<file path="config.mk">
export PLATFORM = sky130hd
export DESIGN_NAME = rf_wb_arbiter
export DESIGN_NICKNAME = d
export VERILOG_FILES = /design/src/rtl/rf_wb_arbiter_pkg.sv /design/src/rtl/rf_wb_rr_arb.sv /design/src/rtl/rf_wb_arbiter.sv
export SDC_FILE = /design/constraint.sdc
export NUM_CORES = 1
export LEC_CHECK = 0
export ABC_AREA = 1
export BUFFER_PORTS_ARGS = -buffer_cell sky130_fd_sc_hd__buf_2
export CAP_MARGIN = 10
export CORE_MARGIN = 1.5
export CORE_UTILIZATION = 51
export CTS_BUF_LIST = sky130_fd_sc_hd__clkbuf_4 sky130_fd_sc_hd__clkbuf_8 sky130_fd_sc_hd__clkbuf_16
export CTS_CLUSTER_DIAMETER = 40
export DETAILED_ROUTE_END_ITERATION = 10
export GPL_TIMING_DRIVEN = 1
export PLACE_DENSITY = 0.91
export SYNTH_ARGS = -nofsm -noshare
export SYNTH_HDL_FRONTEND = slang
export SYNTH_SLANG_ARGS = --single-unit
</file>
<file path="constraint.sdc">
create_clock -name clk -period 1.9 [get_ports clk]
set_clock_uncertainty 0.2 [all_clocks]
set_input_delay 0.285 -clock clk [delete_from_list [all_inputs] [get_ports clk]]
set_output_delay 0.285 -clock clk [all_outputs]
set_load 0.01 [all_outputs]
</file>
<file path="src/rtl/rf_wb_arbiter_pkg.sv">
// Shared constants for the register-file write-back arbiter.
// Widths, register count, reset word and the per-port index encoding
// used by WB (port 0) and LSU (port 1).
package rf_wb_arbiter_pkg;

  localparam int RF_DATA_W   = 32;
  localparam int RF_ADDR_W   = 5;
  localparam int RF_NUM_REGS = 32;
  localparam int RF_NUM_PORTS = 2;

  localparam logic [RF_DATA_W-1:0] ZERO_WORD = '0;

  // Requester index encoding: bit position in req_v_i / req_rdy_o.
  localparam logic PORT_ALU = 1'b0;
  localparam logic PORT_LSU = 1'b1;

endpackage

</file>
<file path="src/rtl/rf_wb_rr_arb.sv">
// Two-way grant logic for the register-file write port.
// Ports: clk/rst (round-robin build only), req_v request vector,
//   gnt one-hot grant (zero when idle), gnt_idx index of the granted port.
// RF_WB_RR_EN defined: round-robin with a 1-bit preferred-port pointer.
// RF_WB_RR_EN undefined: fixed priority, load return (port 1) wins.
module rf_wb_rr_arb
  import rf_wb_arbiter_pkg::*;
(
`ifdef RF_WB_RR_EN
  input  logic       clk,
  input  logic       rst,
`endif
  input  logic [1:0] req_v,
  output logic [1:0] gnt,
  output logic       gnt_idx
);

`ifdef RF_WB_RR_EN
  // ptr names the port preferred on a tie.
  logic ptr;

  always_comb begin
    gnt = req_v;
    if (req_v == 2'b11) begin
      gnt = ptr ? 2'b10 : 2'b01;
    end
  end

  // After a grant, the other port becomes preferred; idle cycles hold.
  always_ff @(posedge clk or negedge rst) begin
    if (!rst) begin
      ptr <= 1'b0;
    end else if (|req_v) begin
      ptr <= ~gnt[PORT_LSU];
    end
  end
`else
  // Load return always wins a tie; bounded load bursts keep port 0 alive.
  always_comb begin
    gnt = req_v;
    if (req_v == 2'b11) begin
      gnt = 2'b10;
    end
  end
`endif

  assign gnt_idx = gnt[PORT_LSU];

endmodule

</file>
<file path="src/rtl/rf_wb_arbiter.sv">
// Shares the integer register file write port between ALU write-back (port 0)
// and load-data return (port 1), and tracks a busy scoreboard for RAW stalls.
// Ports: clk, rst (async active-low); req_v_i/req_rdy_o/req_addr_i/req_data_i
//   per-port write requests; iss_e_i/iss_addr_i mark a destination busy at issue;
//   rs1addr_i/rs2addr_i -> rs1busy_o/rs2busy_o hazard query; we_o/wd_o/wdata_o
//   registered register-file write. Transfer at edge N -> write visible in N+1.
// Optional macro RF_WB_RR_EN selects round-robin instead of fixed priority.
module rf_wb_arbiter
  import rf_wb_arbiter_pkg::*;
#(
  parameter int DATA_W   = RF_DATA_W,
  parameter int ADDR_W   = RF_ADDR_W,
  parameter int NUM_REGS = RF_NUM_REGS   // must equal 2**ADDR_W
) (
  input  logic                clk,
  input  logic                rst,
  input  logic [1:0]          req_v_i,
  output logic [1:0]          req_rdy_o,
  input  logic [2*ADDR_W-1:0] req_addr_i,
  input  logic [2*DATA_W-1:0] req_data_i,
  input  logic                iss_e_i,
  input  logic [ADDR_W-1:0]   iss_addr_i,
  input  logic [ADDR_W-1:0]   rs1addr_i,
  input  logic [ADDR_W-1:0]   rs2addr_i,
  output logic                rs1busy_o,
  output logic                rs2busy_o,
  output logic                we_o,
  output logic [ADDR_W-1:0]   wd_o,
  output logic [DATA_W-1:0]   wdata_o
);

  logic [1:0]          gnt;
  logic                gnt_idx;
  logic                xfer;
  logic [ADDR_W-1:0]   sel_addr;
  logic [DATA_W-1:0]   sel_data;

  logic                we_q;
  logic [ADDR_W-1:0]   wd_q;
  logic [DATA_W-1:0]   wdata_q;

  logic [NUM_REGS-1:0] busy;
  logic [NUM_REGS-1:0] busy_nxt;
  logic [NUM_REGS-1:0] set_vec;
  logic [NUM_REGS-1:0] clr_vec;

  // The register file never stalls, so the output register always drains and
  // the grant can be handed straight back as ready.
  rf_wb_rr_arb u_arb (
`ifdef RF_WB_RR_EN
    .clk     (clk),
    .rst     (rst),
`endif
    .req_v   (req_v_i),
    .gnt     (gnt),
    .gnt_idx (gnt_idx)
  );

  assign req_rdy_o = gnt;
  assign xfer      = |gnt;

  always_comb begin
    sel_addr = req_addr_i[0 +: ADDR_W];
    sel_data = req_data_i[0 +: DATA_W];
    if (gnt_idx == PORT_LSU) begin
      sel_addr = req_addr_i[ADDR_W +: ADDR_W];
      sel_data = req_data_i[DATA_W +: DATA_W];
    end
  end

  // Writes to x0 are consumed but never reach the register file. Address and
  // data only move on an accepted transfer; idle cycles hold them.
  always_ff @(posedge clk or negedge rst) begin
    if (!rst) begin
      we_q    <= 1'b0;
      wd_q    <= '0;
      wdata_q <= ZERO_WORD;
    end else begin
      we_q <= xfer && (sel_addr != '0);
      if (xfer) begin
        wd_q    <= sel_addr;
        wdata_q <= sel_data;
      end
    end
  end

  assign we_o    = we_q;
  assign wd_o    = wd_q;
  assign wdata_o = wdata_q;

  // Scoreboard: issue sets, the performed write clears. Set is applied after
  // clear so a newer producer issued on the same edge keeps the bit busy.
  always_comb begin
    set_vec = '0;
    clr_vec = '0;
    if (iss_e_i && (iss_addr_i != '0)) begin
      set_vec = NUM_REGS'(1) << iss_addr_i;
    end
    if (we_q) begin
      clr_vec = NUM_REGS'(1) << wd_q;
    end
    busy_nxt    = (busy & ~clr_vec) | set_vec;
    busy_nxt[0] = 1'b0;
  end

  always_ff @(posedge clk or negedge rst) begin
    if (!rst) begin
      busy <= '0;
    end else begin
      busy <= busy_nxt;
    end
  end

  // A write being performed this cycle is forwarded by the register file,
  // so it is not reported as a hazard.
  assign rs1busy_o = (rs1addr_i != '0) && busy[rs1addr_i] &&
                     !(we_q && (wd_q == rs1addr_i));
  assign rs2busy_o = (rs2addr_i != '0) && busy[rs2addr_i] &&
                     !(we_q && (wd_q == rs2addr_i));

endmodule

</file>
# [After elaboration in Yosys (flattened, before gate mapping)]
# Cells that the tools add are included.
[op_classes] reduce_logical=15 eq_ne=3 magnitude_cmp=2 shifts=2 muxes=9 bitwise_logic=3
[ops] op="$mux W32" n=3
[ops] op="$shl A1 B5 Y32 const A" n=2
[ops] op="$and A32 B32 Y32" n=1
[ops] op="$not A32 Y32" n=1
[ops] op="$or A32 B32 Y32" n=1
[ops] op="$reduce_bool A5 Y1" n=4
[ops] op="$lt A5 B6 Y1 const B" n=2
[ops] op="$bmux W1 S5" n=2
[ops] op="$eq A5 B5 Y1" n=2
[ops] op="$logic_and A1 B1 Y1" n=8
[ops] op="$mux W5" n=1
[ops] op="$eq A2 B2 Y1 const B" n=1
[ops] op="$logic_not A1 Y1" n=2
[ops] op="$mux W1" n=2
[ops] op="$mux W2" n=1
[ops] op="$reduce_or A2 Y1" n=1
[word_totals] wordCells=38 out_inout_bits=42 reg_bits=69

# [Depth between registers and ports, before layout]
# Gate-level depths: netlist of run 1.
[depth] word_depth=5 mapped_depth=11

# [Cells and area by module]
# A second synthesis of run 1 with hierarchy kept.
[unflattened] cells_unflattened=606 area_unflattened_um2=4151.5
[by_module_without_submodules] module="rf_wb_arbiter" seq_area_each_um2=1726.7 n_inst=1 cells_per_inst=602 area_per_inst_um2=4132.7
[by_module_without_submodules] module="rf_wb_rr_arb" seq_area_each_um2=0.0 n_inst=1 cells_per_inst=4 area_per_inst_um2=18.8

# [Least setup slack after synthesis of run 1]
# Ideal clock, no wire load.
[synth_path] path_kind="input to output" startpoint="input port rs2addr_i[0]" endpoint="output port rs2busy_o" n_path_buf=2 setup_slack_ns=0.279 arrival_ns=1.136 stages=9 path_cell_list="buf_6 -> inv_6 -> buf_6 -> nor2_1 -> nor3_1 -> nor2_1 -> nand2_1 -> nand3_1 -> a21oi_1"
[synth_between] elab_chain_len=4
[synth_rtl] element="start: declaration" line_no="rf_wb_arbiter.sv:24" rtl="input logic [ADDR_W-1:0] rs2addr_i,"
[synth_rtl] element="$bmux W1 S5 or $eq A5 B5 Y1 (tied branches)" line_no="rf_wb_arbiter.sv:118, rf_wb_arbiter.sv:119"
[synth_rtl] element="$mux W1 (not written as such) or $logic_and A1 B1 Y1 (tied branches)" line_no="rf_wb_arbiter.sv:118, rf_wb_arbiter.sv:119"
[synth_rtl] element="$logic_and A1 B1 Y1 or $logic_not A1 Y1 (tied branches)" line_no="rf_wb_arbiter.sv:118, rf_wb_arbiter.sv:119"
[synth_rtl] element="$logic_and A1 B1 Y1 *" line_no="rf_wb_arbiter.sv:118" rtl="assign rs2busy_o = (rs2addr_i != '0) && busy[rs2addr_i] &&"
[synth_rtl] element="end: declaration" line_no="rf_wb_arbiter.sv:26" rtl="output logic rs2busy_o,"
# Every way passes the cells marked *; elsewhere a longest branch is shown, timed or not. The select of a mux whose other input is x is not followed.

# [Worst setup path in the final report of run 1]
[layout_path] startpoint="register wd_q[0] (netlist: wd_o[0])" endpoint="output port rs2busy_o"
[layout_between] elab_chain_len=4
[layout_rtl] element="start: declaration" line_no="rf_wb_arbiter.sv:39" rtl="logic [ADDR_W-1:0] wd_q;"
[layout_rtl] element="start signal: assignment" line_no="rf_wb_arbiter.sv:81" rtl="wd_q <= sel_addr;"
[layout_rtl] element="$eq A5 B5 Y1" line_no="rf_wb_arbiter.sv:119" rtl="!(we_q && (wd_q == rs2addr_i));"
[layout_rtl] element="$logic_and A1 B1 Y1" line_no="rf_wb_arbiter.sv:119"
[layout_rtl] element="$logic_not A1 Y1" line_no="rf_wb_arbiter.sv:119"
[layout_rtl] element="$logic_and A1 B1 Y1" line_no="rf_wb_arbiter.sv:118"
# No other way between the ends.

==> results of run 1 <==
-- routing by layer --
metal,track usage (%),vias to the layer above
li1,-,2285
met1,54.7,2503
met2,73.8,669
met3,14.2,207
met4,33.9,0
met5,0,-
-- worst max-delay path, cell delays in order, from the launching register on --
cell	delay, ns
dfrtp_2	0.47
inv_2	0.12
nand2_1	0.08
nand4_1	0.13
nor4_4	0.22
a21oi_2	0.06
buf_2	0.14
-- final timing paths --
path | to | depth (start not counted) | slack, ns
max | rs2busy_o | 6 | -0.17
min | wdata_o[23] | 3 | 0.03
max reg2reg | busy[10] | 5 | -0.11
min reg2reg | busy[31] | 2 | 0.33
max in group asynchronous | wd_o[3] | 3 | 0.90
min in group asynchronous | busy[14] | 3 | 0.28
-- logic make-up after synthesis --
family / count (synthesis) / synth area share (%)
AND/OR/NAND/NOR: 340 / 35.6
multiplexers: 5 / 1.26
buffers and inverters: 80 / 9.39
AO/OA/AOI/OAI: 77 / 10.3
flip-flops: 69 / 43.5
-- cell usage after synthesis (5+ instances only) --
cell	n	area share [%]
nand2_1	224	21
nand3_1	77	9.7
dfrtp_1	69	43
inv_1	39	3.7
o21ai_0	34	4.3
o21ai_1	32	4.0
nor2_1	15	1.4
nor3_1	15	1.9
buf_2	11	1.4
clkbuf_1	10	0.94
inv_2	10	0.94
buf_6	6	1.7
nand4_1	6	0.94
mux2i_1	5	1.3
-- what timing repair did --
action | 4_1_cts | 5_1_grt
pin swaps | 3 | 8
endpoints found under the setup margin | 2 | 13
endpoints found under the hold margin | 100 | 0
buffers inserted | 8 | 9
hold buffers | 63 | 0
resized for setup | 10 | 32
-- metrics by stage --
step           TNS (ns)  hold WS (ns)
2_1_floorplan         0        -0.211
3_3_place_gp    -0.0643         0.130
3_5_place_dp    -0.0310         0.132
4_1_cts          -0.152      0.000202
5_1_grt          -0.685        0.0481
6_report         -0.493        0.0276
-- layout make-up --
type / instances / area, um^2
repair buffers: 234 / 1630
well taps: 99 / 124
diodes: 1 / 2.50
clock inverters: 1 / 7.51
flip-flops and latches: 69 / 1730
multi-input cells: 422 / 1980
clock buffers: 13 / 166
inverters: 51 / 201
fillers: 428 / 1570
-- flip-flops by register name (all words and copies together), names as in the netlist --
register	cells
we_o	1
wdata_o	32
wd_o	5
busy	31
-- power groups by stage --
| stage | Combinational [mW] | Sequential [mW] | Clock (mW) |
|---|---|---|---|
| floorplan | 0.825 | 2.01 | 0 |
| global placement | 1.36 | 2.04 | 0 |
| detailed placement | 1.38 | 2.06 | 0 |
| CTS | 1.59 | 2.03 | 1.09 |
| global route | 2.08 | 2.12 | 1.20 |
| finish | 1.97 | 2.10 | 1.17 |
==> impl_metrics.env, run 1 <==
export IMPL_area_growth_pct=46.9
export IMPL_worst_ep_required_time_ns=1.41
export IMPL_max_slew_worst_pin_slew_ns=0.596
export IMPL_cts_buffer_depth=2
export IMPL_clkLatencyLatePin_ns=0.36
export IMPL_p_leak_nw=2.97
export IMPL_met2_length_um=8660
export IMPL_synth_edf_count=0
export IMPL_cts_tree="done"
export IMPL_endpoint_kind="output port"
export IMPL_synthesis_area_um2=3970
export IMPL_ys_flop_type="dfrtp_1"
export IMPL_antenna_left=0
export IMPL_grt_total_usage_pct=47.1
export IMPL_rsz0062_at_grt="true"
export IMPL_maxSlewHeadroom_pct=60.1
export IMPL_setup_violations=6
export IMPL_die_y_um=91.3
export IMPL_synth_nets=665
export IMPL_die_area_um2=8330
export IMPL_final_cell_mix="nand2_1 (215), buf_2 (135), nand3_1 (72)"
export IMPL_place_area_um2=4800
export IMPL_vias_per_cell=6.36
export IMPL_total_power_mw=5.24
export IMPL_internal_power_mw=3.16
export IMPL_cts_root_buffer="clkbuf_8"
export IMPL_drc=0
export IMPL_cts_buffers=9
export IMPL_start_kind="register"
export IMPL_slew_violations=0
export IMPL_power_frac_clock_pct=22.4
export IMPL_nets=881
export IMPL_timing_max_cap_violations=0
export IMPL_start_util_pct=53.6
export IMPL_async_reset_ff_share_pct=100
export IMPL_antenna_found_initial=1
export IMPL_num_vias=5664
export IMPL_drt_iter0_markers=984
export IMPL_cp_data_arrival_time_ns=1.59
export IMPL_grt_overflow_total=0
export IMPL_violations="setup timing"
export IMPL_wire_per_inst_um=22.1
export IMPL_ys_seq_area_share_pct=43.5
export IMPL_holdCritPathClass="in2reg"
export IMPL_gp_congestion=1.09
export IMPL_p_sw_mw=2.08
export IMPL_sw_frac_of_total_pct=39.6
export IMPL_grt_pass1_vias=5521
export IMPL_htree_levels=3
export IMPL_syn_inst=571
export IMPL_drive_gt1_share_pct=30.5
export IMPL_yosys_warnings=0
export IMPL_boundaryPins=136
export IMPL_period_minus_slack_ns=2.07
export IMPL_clk_pin_slew_ns=0.08
export IMPL_worst_slack_ns=-0.171
export IMPL_portBuffers=135
export IMPL_dpl_worst_slack_ns=-0.0310
export IMPL_wl_met1_um=6340
export IMPL_post_route_util_pct=78.8
export IMPL_die_x_um=91.3
export IMPL_grt_first_pass_wirelength_um=29700
export IMPL_cp_max_fo=7
export IMPL_startpoint="wd_o[0]"
export IMPL_p_comb_share_pct=37.5
export IMPL_max_freq_mhz=483
export IMPL_hpwl_um=10100
export IMPL_final_common_cell="nand2_1"
export IMPL_clock_sinks=69
export IMPL_synth_area_per_cell_um2=6.96
export IMPL_pwr_share_seq_pct=40.1
export IMPL_hp_start="req_data_i[55]"
export IMPL_outcome="complete, but fails checks"
export IMPL_hold_viol_final=0
export IMPL_synth_seq_cells=69
export IMPL_grt_max_degree=70
export IMPL_path_class="reg2out"
export IMPL_p_per_area_nw_per_um2=898
export IMPL_highest_signal_layer="met4"
export IMPL_synthDistinctLibCells=27
export IMPL_peakVddDrop_uv=563
export IMPL_core_area_um2=7410
export IMPL_fin_cells=890
export IMPL_final_area_um2=5840
export IMPL_period_share_pct=109
export IMPL_r2r_start="wd_o[2]"
export IMPL_dp_cells=795
export IMPL_num_rows=31
export IMPL_dr_pass1_iters=7
export IMPL_wl_met3_um=2800
export IMPL_wirelength_um=19600
No activity file was read; power rests on OpenSTA's default activity.
==> run 2, diff against run 1 <==
CORE_UTILIZATION = 52   (was 51)
CTS_BUF_LIST = sky130_fd_sc_hd__clkbuf_8   (was sky130_fd_sc_hd__clkbuf_4 sky130_fd_sc_hd__clkbuf_8 sky130_fd_sc_hd__clkbuf_16)
PLACE_DENSITY = 0.92   (was 0.91)
==> run 2 against run 1 <==
The run still ends with setup timing left. Cell count fell by 1.1%. Core utilization fell by 0.28 points. Sequential power is essentially flat. Worst setup slack is essentially flat. Non-clock buffer count decreased by 11. Total power decreased by 1.1%. Count of clock-buffer cells in the layout down 3. First-iteration DRC count up 17%. Fmax is essentially flat. Global-route usage fell by 1.4 points. Highest routed layer unchanged.
==> impl_metrics.env, run 2 (synthesis results as in run 1) <==
export IMPL_outcome="complete, but fails checks"
export IMPL_violations="setup timing"
export IMPL_drt_iter0_markers=1149
export IMPL_period_share_pct=109
export IMPL_worst_slack_ns=-0.171
export IMPL_num_rows=31
export IMPL_cp_data_arrival_time_ns=1.59
export IMPL_max_freq_mhz=483
export IMPL_grt_max_degree=70
export IMPL_die_y_um=90.4
export IMPL_period_minus_slack_ns=2.07
export IMPL_final_area_um2=5760
export IMPL_slew_violations=0
export IMPL_cts_buffer_depth=2
export IMPL_start_kind="register"
export IMPL_p_comb_share_pct=35.7
export IMPL_final_cell_mix="nand2_1 (215), buf_2 (135), nand3_1 (74)"
export IMPL_start_util_pct=54.2
export IMPL_area_growth_pct=44.9
export IMPL_drive_gt1_share_pct=27.7
export IMPL_power_frac_clock_pct=23.6
export IMPL_total_power_mw=5.18
export IMPL_grt_first_pass_wirelength_um=29100
export IMPL_clk_pin_slew_ns=0.08
export IMPL_clock_sinks=69
export IMPL_grt_overflow_total=0
export IMPL_setup_violations=3
export IMPL_cp_max_fo=2
export IMPL_pwr_share_seq_pct=40.6
export IMPL_worst_ep_required_time_ns=1.41
export IMPL_cts_tree="done"
export IMPL_fin_cells=880
export IMPL_sw_frac_of_total_pct=39.1
export IMPL_highest_signal_layer="met4"
export IMPL_endpoint_kind="output port"
export IMPL_timing_max_cap_violations=0
export IMPL_dr_pass1_iters=9
export IMPL_seqCellArea_um2=1730
export IMPL_path_class="reg2out"
export IMPL_largest_reg_flops=32
export IMPL_dp_cells=789
export IMPL_grt_pass1_vias=5661
export IMPL_cts_buffers=9
export IMPL_clkLatencyLatePin_ns=0.35
export IMPL_gp_congestion=0.972
export IMPL_maxSlewHeadroom_pct=61.1
export IMPL_vias_per_cell=6.42
export IMPL_antenna_found_initial=0
export IMPL_antenna_left=0
export IMPL_p_per_area_nw_per_um2=900
export IMPL_antenna_cells=0
export IMPL_rsz0062_at_grt="true"
export IMPL_wire_per_inst_um=21.4
export IMPL_num_vias=5647
export IMPL_grt_total_usage_pct=45.7
export IMPL_core_area_um2=7330
export IMPL_fillers=425
export IMPL_boundaryPins=136
export IMPL_wl_met3_um=2680
export IMPL_met2_length_um=8430
export IMPL_final_common_cell="nand2_1"
export IMPL_cts_root_buffer="clkbuf_8"
export IMPL_max_slew_worst_pin_slew_ns=0.581
export IMPL_p_sw_mw=2.02
export IMPL_multiInputGateArea_um2=1970
export IMPL_p_leak_nw=2.93
export IMPL_hold_viol_final=0
export IMPL_wl_met1_um=5900
export IMPL_internal_power_mw=3.16
export IMPL_htree_levels=3
export IMPL_peakVddDrop_uv=634
export IMPL_hpwl_um=9610
export IMPL_portBuffers=135
export IMPL_die_area_um2=8170
export IMPL_place_area_um2=4740
export IMPL_nets=870
export IMPL_wirelength_um=18900
export IMPL_holdCritPathClass="in2reg"
export IMPL_die_x_um=90.4
export IMPL_drc=0
[run 2: cell types whose count changed in the layout (fill, tap and decap cells not counted), moves of 3 or more]
cell and delta:
dfrtp_2 -3, inv_1 +9, dfrtp_1 +3, inv_2 -8
buf_4 -12
[run 2: stage by stage]
| step | hold slack [ns] | utilization, % | TNS, ns | setup WS (ns) |
|---|---|---|---|---|
| 4_1_cts | 0.0252 | 76.6 | -0.272 | -0.136 |
| 5_1_grt | 0.0863 | 78.5 | -0.818 | -0.227 |
| 6_report | 0.0741 | 78.5 | -0.334 | -0.171 |
| 2_1_floorplan | -0.211 | - | 0 | 0.279 |
| 3_5_place_dp | 0.133 | 64.7 | 0 | 0.0140 |
| 3_3_place_gp | 0.125 | 64.7 | 0 | 0.0964 |
[run 2: area by class of cell]
type                            count  share of cell area, %
Tap cell                           99                   2.15
Clock inverter                      6                  0.957
Multi-Input combinational cell    422                   34.2
Inverter                           51                   3.54
Timing Repair Buffer              223                   26.7
Clock buffer                       10                   2.39
Sequential cell                    69                   30.0
[run 2: worst paths after layout]
path	from	endpoint	slack (ns)	depth (start not counted)
setup / recovery	busy[14]	rs2busy_o	-0.17	9
min in group asynchronous	rst	busy[26]	0.37	3
max in group asynchronous	rst	wd_o[3]	0.82	3
hold / removal	iss_e_i	busy[16]	0.07	2
setup reg to reg	wd_o[2]	busy[10]	-0.03	5
hold reg to reg	busy[27]	busy[27]	0.32	2
[run 2: routing by layer]
layer / vias to the layer above / GRT usage [%]
met4: 0 / 36.8
met5: - / 0
met2: 676 / 73.8
met1: 2501 / 51.0
li1: 2261 / -
met3: 209 / 12.0
[run 2: power groups by stage]
stage | clock network [mW] | logic [mW] | registers (mW)
floorplan | 0 | 0.825 | 2.01
global placement | 0 | 1.31 | 2.03
detailed placement | 0 | 1.35 | 2.06
CTS | 1.18 | 1.53 | 2.03
global route | 1.26 | 1.95 | 2.12
finish | 1.22 | 1.85 | 2.11
[run 2: what timing repair did]
item	in CTS	in global routing
resized for setup	6	25
buffers inserted	3	7
endpoints found under the setup margin	2	14
pin swaps	3	12
hold endpoints to repair	101	0
hold buffers	65	0
[run 2: critical path, stage by stage (launching register included)]
cell     delay, ns
dfrtp_1       0.43
inv_1         0.11
nand2_1       0.08
nand3_1       0.06
nand2_1       0.07
nand2_1       0.05
nand2_1       0.07
nand3_1       0.09
a21oi_2       0.13
buf_2         0.15
==> run 3, diff against run 2 <==
ABC_AREA = default   (was 1)
PLACE_DENSITY = 0.93   (was 0.92)
==> run 3 against run 2 <==
Critical endpoint is now rs1busy_o. Largest power group unchanged. Worst setup slack got worse by 0.46 ns. Combinational power fell by 18%. The flow still finishes with violations (setup timing). Critical path depth shrank 4.
==> impl_metrics.env, run 3 <==
export IMPL_dr_pass1_iters=8
export IMPL_worst_hold_slack_ns=0.0364
export IMPL_ys_top_cells_by_count="o21ai_0 (101), dfrtp_1 (69), nand2_1 (46), mux2i_1 (41), clkbuf_1 (14)"
export IMPL_area_growth_pct=42.6
export IMPL_cts_root_buffer="clkbuf_8"
export IMPL_drt_iter0_markers=529
export IMPL_peakVddDrop_uv=579
export IMPL_fin_cells=667
export IMPL_period_share_pct=133
export IMPL_grt_max_degree=79
export IMPL_holdCritPathClass="in2reg"
export IMPL_p_per_area_nw_per_um2=929
export IMPL_core_area_um2=6910
export IMPL_reg2reg_setup_slack_ns=-0.20
export IMPL_final_common_cell="buf_2"
export IMPL_synth_area_per_cell_um2=10.1
export IMPL_cts_buffers=9
export IMPL_gp_congestion=0.954
export IMPL_yosys_warnings=0
export IMPL_hold_viol_final=0
export IMPL_clock_sinks=69
export IMPL_cts_buffer_depth=2
export IMPL_rsz0062_at_grt="true"
export IMPL_worst_slack_ns=-0.635
export IMPL_num_vias=4174
export IMPL_max_slew_worst_pin_slew_ns=0.661
export IMPL_grt_total_usage_pct=36.6
export IMPL_endpoint_kind="output port"
export IMPL_hp_start="req_data_i[19]"
export IMPL_wire_per_inst_um=22.4
export IMPL_worst_ep_required_time_ns=1.41
export IMPL_yosysTopAreaCellShare_pct=45.6
export IMPL_final_cell_mix="buf_2 (135), o21ai_0 (100), dfrtp_1 (69)"
export IMPL_yosys_top_cells_area="dfrtp_1 (46%), o21ai_0 (13%), mux2i_1 (11%), mux4_2 (5.4%), nand2_1 (4.6%)"
export IMPL_outcome="complete, but fails checks"
export IMPL_boundaryPins=136
export IMPL_die_y_um=88.3
export IMPL_reg2reg_depth=4
export IMPL_synth_edf_count=0
export IMPL_maxSlewHeadroom_pct=55.5
export IMPL_violations="setup timing"
export IMPL_vias_per_cell=6.26
export IMPL_start_kind="register"
export IMPL_r2r_end="busy[18]"
export IMPL_synthDistinctLibCells=37
export IMPL_ys_flop_type="dfrtp_1"
export IMPL_largest_reg_flops=32
export IMPL_nets=659
export IMPL_synth_seq_cells=69
export IMPL_dp_cells=611
export IMPL_grt_first_pass_wirelength_um=21000
export IMPL_drive_gt1_share_pct=38.6
export IMPL_dpl_worst_slack_ns=-0.342
export IMPL_setup_violations=3
export IMPL_max_freq_mhz=394
export IMPL_synth_most_common_cell="o21ai_0"
export IMPL_ys_seq_area_share_pct=45.6
export IMPL_start_util_pct=54.8
export IMPL_async_reset_ff_share_pct=100
export IMPL_clk_pin_slew_ns=0.09
export IMPL_synth_nets=468
export IMPL_timing_max_cap_violations=0
export IMPL_period_minus_slack_ns=2.54
export IMPL_die_area_um2=7800
export IMPL_grt_overflow_total=0
export IMPL_antenna_left=0
export IMPL_drc=0
export IMPL_portBuffers=135
export IMPL_num_rows=30
export IMPL_cp_max_fo=3
export IMPL_clkLatencyLatePin_ns=0.35
export IMPL_syn_inst=374
export IMPL_whs_path_depth=3
export IMPL_cts_tree="done"
export IMPL_cp_data_arrival_time_ns=2.05
export IMPL_path_class="reg2out"
export IMPL_r2r_start="wd_o[2]"
export IMPL_slew_violations=0
export IMPL_hpwl_um=8850
export IMPL_htree_levels=3
export IMPL_antenna_found_initial=2
export IMPL_die_x_um=88.3
export IMPL_wirelength_um=14900
export IMPL_synthesis_area_um2=3790
export IMPL_p_leak_nw=2.51
export IMPL_yosysTopAreaCell="dfrtp_1"
export IMPL_grt_pass1_vias=4147
export IMPL_hold_end="wdata_o[19]"
run 3: worst max path at each step:
stage,startpoint,to,slack (ns)
2_1_floorplan,rs1addr_i[1],rs1busy_o,-0.09
3_3_place_gp,rs1addr_i[1],rs1busy_o,-0.29
3_5_place_dp,rs1addr_i[1],rs1busy_o,-0.34
4_1_cts,busy[22],rs1busy_o,-0.61
5_1_grt,wd_o[1],rs2busy_o,-0.93
6_report,busy[22],rs1busy_o,-0.64
run 3: cell type report:
class	instances	area (um^2)
Clock inverter	7	98.8
Sequential cell	69	1730
Inverter	4	15.0
Antenna cell	1	2.50
Tap cell	96	120
Fill cell	417	1510
Clock buffer	9	124
Timing Repair Buffer	207	1360
Multi-Input combinational cell	274	1950
run 3: critical path: stages (launching register included):
cell and delay, ns:
dfrtp_1 0.41, mux4_2 0.49, mux2_2 0.27, o211a_1 0.21, o21a_1 0.17, buf_2 0.14
run 3: logic make-up (layout without fill, tap and decap cells):
| kind of cell | Yosys count | after routing | share of synthesized area, % |
|---|---|---|---|
| buffers and inverters | 31 | 227 | 3.90 |
| DFF | 69 | 69 | 45.6 |
| and+or+nand+nor | 93 | 93 | 12.2 |
| muxes | 58 | 58 | 20.2 |
| xor gates and xnor gates | 9 | 9 | 2.08 |
| other | 0 | 1 | 0 |
| AOI/OAI and AO/OA | 114 | 114 | 16.1 |
run 3: routing by layer:
| layer | share of wire [%] | track usage (%) | vias up |
|---|---|---|---|
| met3 | 12 | 13.9 | 151 |
| met5 | 0.13 | 0 | - |
| met4 | 6.7 | 21.6 | 2 |
| met1 | 33 | 41.0 | 1917 |
| li1 | - | - | 1741 |
| met2 | 48 | 59.8 | 363 |
run 3: report_power, final:
group          internal [mW]  switching (mW)  total [mW]
registers               1.78           0.346        2.13
logic                  0.772           0.751        1.52
clock network          0.746           0.617        1.36
total                   3.30            1.71        5.01
run 3: what timing repair did:
| action | in CTS | in global routing |
|---|---|---|
| pin swaps | 3 | 0 |
| hold buffers | 37 | 0 |
| setup endpoints to repair | 2 | 3 |
| gates resized for setup | 4 | 8 |
| hold endpoints to repair | 56 | 0 |
| buffers inserted | 0 | 2 |
run 3: metrics by stage:
stage | instance area [um^2] | total power, mW | util, % | TNS [ns]
3_3_place_gp | 4740 | 3.26 | 68.6 | -0.429
3_5_place_dp | 4740 | 3.34 | 68.6 | -0.544
6_report | 5400 | 5.01 | 78.2 | -1.41
5_1_grt | 5400 | 5.23 | 78.1 | -1.76
4_1_cts | 5350 | 4.75 | 77.5 | -1.08
2_1_floorplan | 3790 | 2.71 | - | -0.0912
